## config.mk

```make
export PLATFORM = sky130hd
export DESIGN_NAME = hamming_link_ctrl
export DESIGN_NICKNAME = d
export VERILOG_FILES = /design/src/rtl/hamming_link_ctrl.sv
export SDC_FILE = /design/constraint.sdc
export NUM_CORES = 1
export LEC_CHECK = 0
export ABC_AREA = 1
export BUFFER_PORTS_ARGS = -buffer_cell sky130_fd_sc_hd__buf_4
export CORE_ASPECT_RATIO = 0.5
export CORE_MARGIN = 2
export CORE_UTILIZATION = 25
export CTS_CLUSTER_DIAMETER = 120
export DETAILED_ROUTE_END_ITERATION = 10
export SETUP_SLACK_MARGIN = 0.05
export SKIP_LAST_GASP = 1
export SYNTH_ARGS = -nofsm -noshare
export SYNTH_HDL_FRONTEND = slang
export SYNTH_SLANG_ARGS = --single-unit
```

## constraint.sdc

```tcl
create_clock -name clk -period 2.1 [get_ports clk]
set_clock_uncertainty 0.05 [all_clocks]
set_input_delay 0.315 -clock clk [delete_from_list [all_inputs] [get_ports clk]]
set_output_delay 0.315 -clock clk [all_outputs]
set_load 0.01 [all_outputs]
```

## src/rtl/hamming_link_ctrl.sv

```systemverilog
`default_nettype none
// ============================================================================
// Module   : hamming_link_ctrl
// Purpose  : Sequencing controller for a Hamming(16,11) link. It accepts one
//            11-bit word per handshake and drives it through the external
//            registered encoder. It forms the channel word, with an optional
//            single injected bit error, and drives the external registered
//            decoder. It then compares the recovered word with the original
//            and presents the result. Word and mismatch counters saturate.
// Option   : HAMMING_ERR_INJECT_EN - when defined, err_en/err_pos flip one
//            channel-word bit. When undefined, the channel word is the
//            encoder output unchanged.
// Ports    : clk, rst_n          clock, async active-low reset
//            in_valid/in_ready   source handshake, in_data[10:0]
//            err_en, err_pos     error injection control (sampled at accept)
//            enc_data_o          data to the encoder
//            enc_code_i          codeword from the encoder
//            dec_word_o          channel word to the decoder
//            dec_data_i          data from the decoder
//            out_valid/out_ready result handshake, out_data, out_mismatch
//            word_cnt, err_cnt   saturating statistics counters
//            busy                controller is not idle
// Revision : 1.0 - initial release
// ============================================================================
module hamming_link_ctrl #(
    parameter int ENC_LAT = 1,
    parameter int DEC_LAT = 1,
    parameter int CNT_W   = 16
) (
    input  logic             clk,
    input  logic             rst_n,
    input  logic             in_valid,
    output logic             in_ready,
    input  logic [10:0]      in_data,
    input  logic             err_en,
    input  logic [3:0]       err_pos,
    output logic [10:0]      enc_data_o,
    input  logic [15:0]      enc_code_i,
    output logic [15:0]      dec_word_o,
    input  logic [10:0]      dec_data_i,
    output logic             out_valid,
    input  logic             out_ready,
    output logic [10:0]      out_data,
    output logic             out_mismatch,
    output logic [CNT_W-1:0] word_cnt,
    output logic [CNT_W-1:0] err_cnt,
    output logic             busy
);

    // The wait counter runs 0..LAT-1 in ENC and in DEC.
    localparam int MAX_LAT = (ENC_LAT > DEC_LAT) ? ENC_LAT : DEC_LAT;
    localparam int WAIT_W  = (MAX_LAT > 1) ? $clog2(MAX_LAT) : 1;
    localparam logic [WAIT_W-1:0] ENC_LAST = WAIT_W'(ENC_LAT - 1);
    localparam logic [WAIT_W-1:0] DEC_LAST = WAIT_W'(DEC_LAT - 1);
    localparam logic [CNT_W-1:0]  CNT_MAX  = '1;

    typedef enum logic [1:0] {
        S_IDLE = 2'd0,
        S_ENC  = 2'd1,
        S_DEC  = 2'd2,
        S_OUT  = 2'd3
    } state_t;

    state_t            state_q,    state_d;
    logic [WAIT_W-1:0] wait_q,     wait_d;
    logic [10:0]       enc_data_q, enc_data_d;
    logic [15:0]       dec_word_q, dec_word_d;
    logic [10:0]       out_data_q, out_data_d;
    logic              mism_q,     mism_d;
    logic [CNT_W-1:0]  word_cnt_q, word_cnt_d;
    logic [CNT_W-1:0]  err_cnt_q,  err_cnt_d;
    logic [15:0]       w_err_mask;

`ifdef HAMMING_ERR_INJECT_EN
    logic       err_en_q,  err_en_d;
    logic [3:0] err_pos_q, err_pos_d;

    assign w_err_mask = err_en_q ? (16'd1 << err_pos_q) : 16'd0;
`else
    // Injection inputs have no function in this build.
    logic w_unused_err_inputs;
    assign w_unused_err_inputs = ^{err_en, err_pos};
    assign w_err_mask          = 16'd0;
`endif

    always_comb begin
        state_d    = state_q;
        wait_d     = wait_q;
        enc_data_d = enc_data_q;
        dec_word_d = dec_word_q;
        out_data_d = out_data_q;
        mism_d     = mism_q;
        word_cnt_d = word_cnt_q;
        err_cnt_d  = err_cnt_q;
`ifdef HAMMING_ERR_INJECT_EN
        err_en_d   = err_en_q;
        err_pos_d  = err_pos_q;
`endif
        case (state_q)
            S_IDLE: begin
                if (in_valid) begin
                    enc_data_d = in_data;
`ifdef HAMMING_ERR_INJECT_EN
                    err_en_d   = err_en;
                    err_pos_d  = err_pos;
`endif
                    wait_d     = '0;
                    state_d    = S_ENC;
                end
            end
            S_ENC: begin
                if (wait_q == ENC_LAST) begin
                    dec_word_d = enc_code_i ^ w_err_mask;
                    wait_d     = '0;
                    state_d    = S_DEC;
                end else begin
                    wait_d = wait_q + WAIT_W'(1);
                end
            end
            S_DEC: begin
                if (wait_q == DEC_LAST) begin
                    // enc_data_q still holds the accepted word at this point.
                    out_data_d = dec_data_i;
                    mism_d     = (dec_data_i != enc_data_q);
                    state_d    = S_OUT;
                end else begin
                    wait_d = wait_q + WAIT_W'(1);
                end
            end
            S_OUT: begin
                if (out_ready) begin
                    if (word_cnt_q != CNT_MAX) begin
                        word_cnt_d = word_cnt_q + CNT_W'(1);
                    end
                    if (mism_q && (err_cnt_q != CNT_MAX)) begin
                        err_cnt_d = err_cnt_q + CNT_W'(1);
                    end
                    state_d = S_IDLE;
                end
            end
            default: state_d = S_IDLE;
        endcase
    end

    always_ff @(posedge clk or negedge rst_n) begin
        if (!rst_n) begin
            state_q    <= S_IDLE;
            wait_q     <= '0;
            enc_data_q <= '0;
            dec_word_q <= '0;
            out_data_q <= '0;
            mism_q     <= 1'b0;
            word_cnt_q <= '0;
            err_cnt_q  <= '0;
`ifdef HAMMING_ERR_INJECT_EN
            err_en_q   <= 1'b0;
            err_pos_q  <= '0;
`endif
        end else begin
            state_q    <= state_d;
            wait_q     <= wait_d;
            enc_data_q <= enc_data_d;
            dec_word_q <= dec_word_d;
            out_data_q <= out_data_d;
            mism_q     <= mism_d;
            word_cnt_q <= word_cnt_d;
            err_cnt_q  <= err_cnt_d;
`ifdef HAMMING_ERR_INJECT_EN
            err_en_q   <= err_en_d;
            err_pos_q  <= err_pos_d;
`endif
        end
    end

    assign in_ready     = (state_q == S_IDLE);
    assign busy         = (state_q != S_IDLE);
    assign out_valid    = (state_q == S_OUT);
    assign enc_data_o   = enc_data_q;
    assign dec_word_o   = dec_word_q;
    assign out_data     = out_data_q;
    assign out_mismatch = mism_q;
    assign word_cnt     = word_cnt_q;
    assign err_cnt      = err_cnt_q;

endmodule
`default_nettype wire
```

==> flow_summary.ini <==
[worst_setup_path]
crit_cells = 7
crit_path_start_kind = flip-flop
setup.worst_path.end_class = flip-flop
crit_path_max_fanout = 14
crit_path_cell_trace = ha_1, nand2_1, clkinvlp_4, buf_4, nand2_4, nand2_1, nand2_1
timing.reg2reg.worst_path_depth = 7
critPathBufInv = 2
timing.critical_path.slowest_cell_delay_ns = 0.40
critical-path-top-delay-family = buffers and inverters
worstPathArrival_ns = 2.07
critical-path-top-cell-by-count = sky130_fd_sc_hd__nand2_1
timing.critical_path.required_ns = 2.32
worst_path_max_delay_cell = sky130_fd_sc_hd__dfrtp_1
reg2reg_to = word_cnt[10]$_DFFE_PN0P_
setup.reg_to_reg.worst_slack_ns = 0.25
path_class = reg2reg
critical_path.startpoint = state_q[0]$_DFFE_PN0P_
rr_startpoint = state_q[0]$_DFFE_PN0P_

[place]
numPlacedInstances = 784
place.port_buffers = 115
globalplace.congestion = 0.7786
hpwlAfterDp_um = 7418

[route]
post_drt_wl_per_cell_um = 12.38
via_per_inst = 4.270
drt_iter0_drc = 161
via_count = 3420
drc = 0
antenna_violating_nets_post_route = 0
firstDrtPassIters = 4
totalWireLength_um = 9918

[layout]
layout_common_cells = sky130_fd_sc_hd__nand2_1 (163), sky130_fd_sc_hd__buf_4 (126), sky130_fd_sc_hd__dfrtp_1 (73)
diodes = 0
post_layout_nonfiller_instances = 801
area.growth.synth_to_final_pct = 38.29
nNetsFinal = 652
layout-drive-gt1-share = 0.2952
final_common_cell = sky130_fd_sc_hd__nand2_1

[outcome]
outcome = completed

[die]
initial_cell_density_of_the_core = 0.2594
die_width_um = 178.7
design.portCount = 121
die-height_um = 91.34
placeableCoreArea_um2 = 14700
die-area_um2 = 16320
rows = 31

[timing]
setup_total_negative_slack_ns = 0
worst_pin_slew_ns = 0.7927
report.final.setup_viol = 0
max_slew_margin = 0.4696
period_minus_slack_ns = 1.854
fin_max_slew_vios = 0
finalCritPeriodShare = 0.8827
timing.final.hold_violations = 0
rsz_0062_raised_after_global_routing = no
max_freq_mhz = 539.4

[run]
drv.max_cap_violation_count = 0

[grt]
initial_antenna_violation_count = 0
grt.met2_usage = 0.2136
grt_start_max_net_pins = 34
global_routing_s_busiest_layer = met2
first_global_vias = 3282
global_route_wire_length_before_repair_um = 16440
met3_demand_to_capacity_share_in_global_routing = 0.02722
grt_overflow = 0
grtUsageMet1 = 0.1618
grt_use_total = 0.1274

[worst_hold_path]
hold_depth = 2
holdPathEnd = enc_data_o[1]$_DFFE_PN0P_
hold_path.startpoint = in_data[1]
worst_hold_path_type = in2reg

[clocking]
cts_root_buf = sky130_fd_sc_hd__clkbuf_16
cts.path.max_buffers = 2
numCtsBuffers = 9
clock_insertion_delay_at_the_later_pin_of_the_skew_report_ns = 0.34
clkSlewWorstSetupHoldPaths_ns = 0.06
cts_tree = yes
ctsHtreeMaxLevel = 3
cts_setup_buffers = 0
clock-sinks = 73

[logic_synthesis]
netlist_instances = 470
synthesis.area_per_instance_um2 = 8.114
synth_seq_area_share = 0.4790
postSynthNetCount = 524
yosysWarnings = 0
synth_seq_cells = 73
synthDistinctLibCells = 27
syn_area_um2 = 3814

[power]
ir_drop_uv = 353.0
p_per_area_nw_per_um2 = 1167
power.leakage_uw = 0.002606
==> how the worst max path moves through the flow <==
stage / end / slack [ns]
finish: word_cnt[10]$_DFFE_PN0P_ / 0.25
CTS: err_cnt[11]$_DFFE_PN0P_ / 0.1
global placement: err_cnt[10]$_DFFE_PN0P_ / 0.18
global route: word_cnt[9]$_DFFE_PN0P_ / 0.06
floorplan: dec_word_o[10]$_DFFE_PN0N_ / 0.48
detailed placement: err_cnt[11]$_DFFE_PN0P_ / 0.11
==> stage by stage <==
stage	setup slack (ns)	utilization	hold slack, ns	total power (µW)	instance area [µm²]
6_report	0.2463	0.3588	0.1607	6153	5274
5_1_grt	0.05567	0.3588	0.1475	6570	5274
4_1_cts	0.09885	0.3582	0.1457	6256	5265
3_5_place_dp	0.1149	0.3367	0.2582	4645	4950
3_3_place_gp	0.1750	0.3367	0.2540	4596	4950
2_1_floorplan	0.4750	-	-0.03059	3471	3814
==> state kept, by name, summed over array words and instances (netlist names) <==
| name | flops |
|---|---|
| out_data | 11 |
| word_cnt | 16 |
| dec_word_o | 16 |
| out_mismatch | 1 |
| state_q | 2 |
| err_cnt | 16 |
| enc_data_o | 11 |
==> metal layers <==
metal | vias up | wire (µm) | part of all wire
met3 | 13 | 243 | 0.025
li1 | 1736 | - | -
met4 | 0 | 157 | 0.016
met1 | 1630 | 4486 | 0.45
met5 | - | 0 | 0
met2 | 41 | 5031 | 0.51
==> Yosys cell counts <==
cell type | number | area [µm²]
sky130_fd_sc_hd__nand2_1 | 163 | 611.8
sky130_fd_sc_hd__dfrtp_1 | 73 | 1827
sky130_fd_sc_hd__nor2_1 | 59 | 221.5
sky130_fd_sc_hd__inv_1 | 44 | 165.2
sky130_fd_sc_hd__nand3_1 | 31 | 155.2
sky130_fd_sc_hd__mux2_2 | 21 | 236.5
sky130_fd_sc_hd__a21oi_1 | 20 | 100.1
sky130_fd_sc_hd__ha_1 | 7 | 87.58
sky130_fd_sc_hd__nand4_1 | 7 | 43.79
sky130_fd_sc_hd__xor2_1 | 6 | 52.55
sky130_fd_sc_hd__clkbuf_1 | 5 | 18.77
sky130_fd_sc_hd__nand3b_1 | 5 | 37.54
sky130_fd_sc_hd__xnor2_1 | 5 | 43.79
sky130_fd_sc_hd__nor2_2 | 4 | 25.02
sky130_fd_sc_hd__buf_6 | 3 | 33.78
sky130_fd_sc_hd__buf_2 | 2 | 10.01
sky130_fd_sc_hd__nand2_2 | 2 | 12.51
sky130_fd_sc_hd__nand3_2 | 2 | 20.02
sky130_fd_sc_hd__nor2_4 | 2 | 22.52
sky130_fd_sc_hd__o21ai_0 | 2 | 10.01
sky130_fd_sc_hd__buf_8 | 1 | 15.01
sky130_fd_sc_hd__nand2_4 | 1 | 11.26
sky130_fd_sc_hd__nand3_4 | 1 | 17.52
sky130_fd_sc_hd__nor3_1 | 1 | 5.000
sky130_fd_sc_hd__nor3_4 | 1 | 16.27
sky130_fd_sc_hd__o211ai_1 | 1 | 7.510
sky130_fd_sc_hd__o22ai_1 | 1 | 6.260
==> worst register-to-register path: cells and delay by family, from the launching register on <==
family | cells | cell delay [ns]
adders and majority gates | 1 | 0.24
buffers and inverters | 2 | 0.60
DFF | 1 | 0.40
and+or+nand+nor | 4 | 0.52
==> where the power goes <==
part           internal (µW)  switching (µW)  total, µW
combinational           1200            1170       2370
clock                    930             642       1570
sequential              1870             343       2210
total                   4000            2160       6150
==> layout make-up <==
type,instances,area [µm²]
repair buffers,128,975.9
clock buffers,9,225.2
inverters,44,168.9
multi-input cells,342,1749
flip-flops and latches,73,1827
well taps,198,247.7
fillers,1521,9427
clock inverters,7,80.08
==> cell families (layout without fill, tap and decap cells) <==
group           count (synthesis)  in the layout  synth area share
simple gates                  279            279            0.3146
flops                          73             73            0.4790
buf+inv                        55            188           0.06365
compound gates                 24             24           0.03248
mux                            21             21           0.06201
xor+xnor                       11             11           0.02526
fa+ha+maj                       7              7           0.02296
==> repair_timing <==
| item | CTS | global route |
|---|---|---|
| gates resized for setup | 0 | 2 |
| hold buffers | 1 | 0 |
| hold endpoints to repair | 30 | 0 |
| endpoints found under the setup margin | 0 | 18 |
Note: power is estimated with default switching activity, not from simulation.
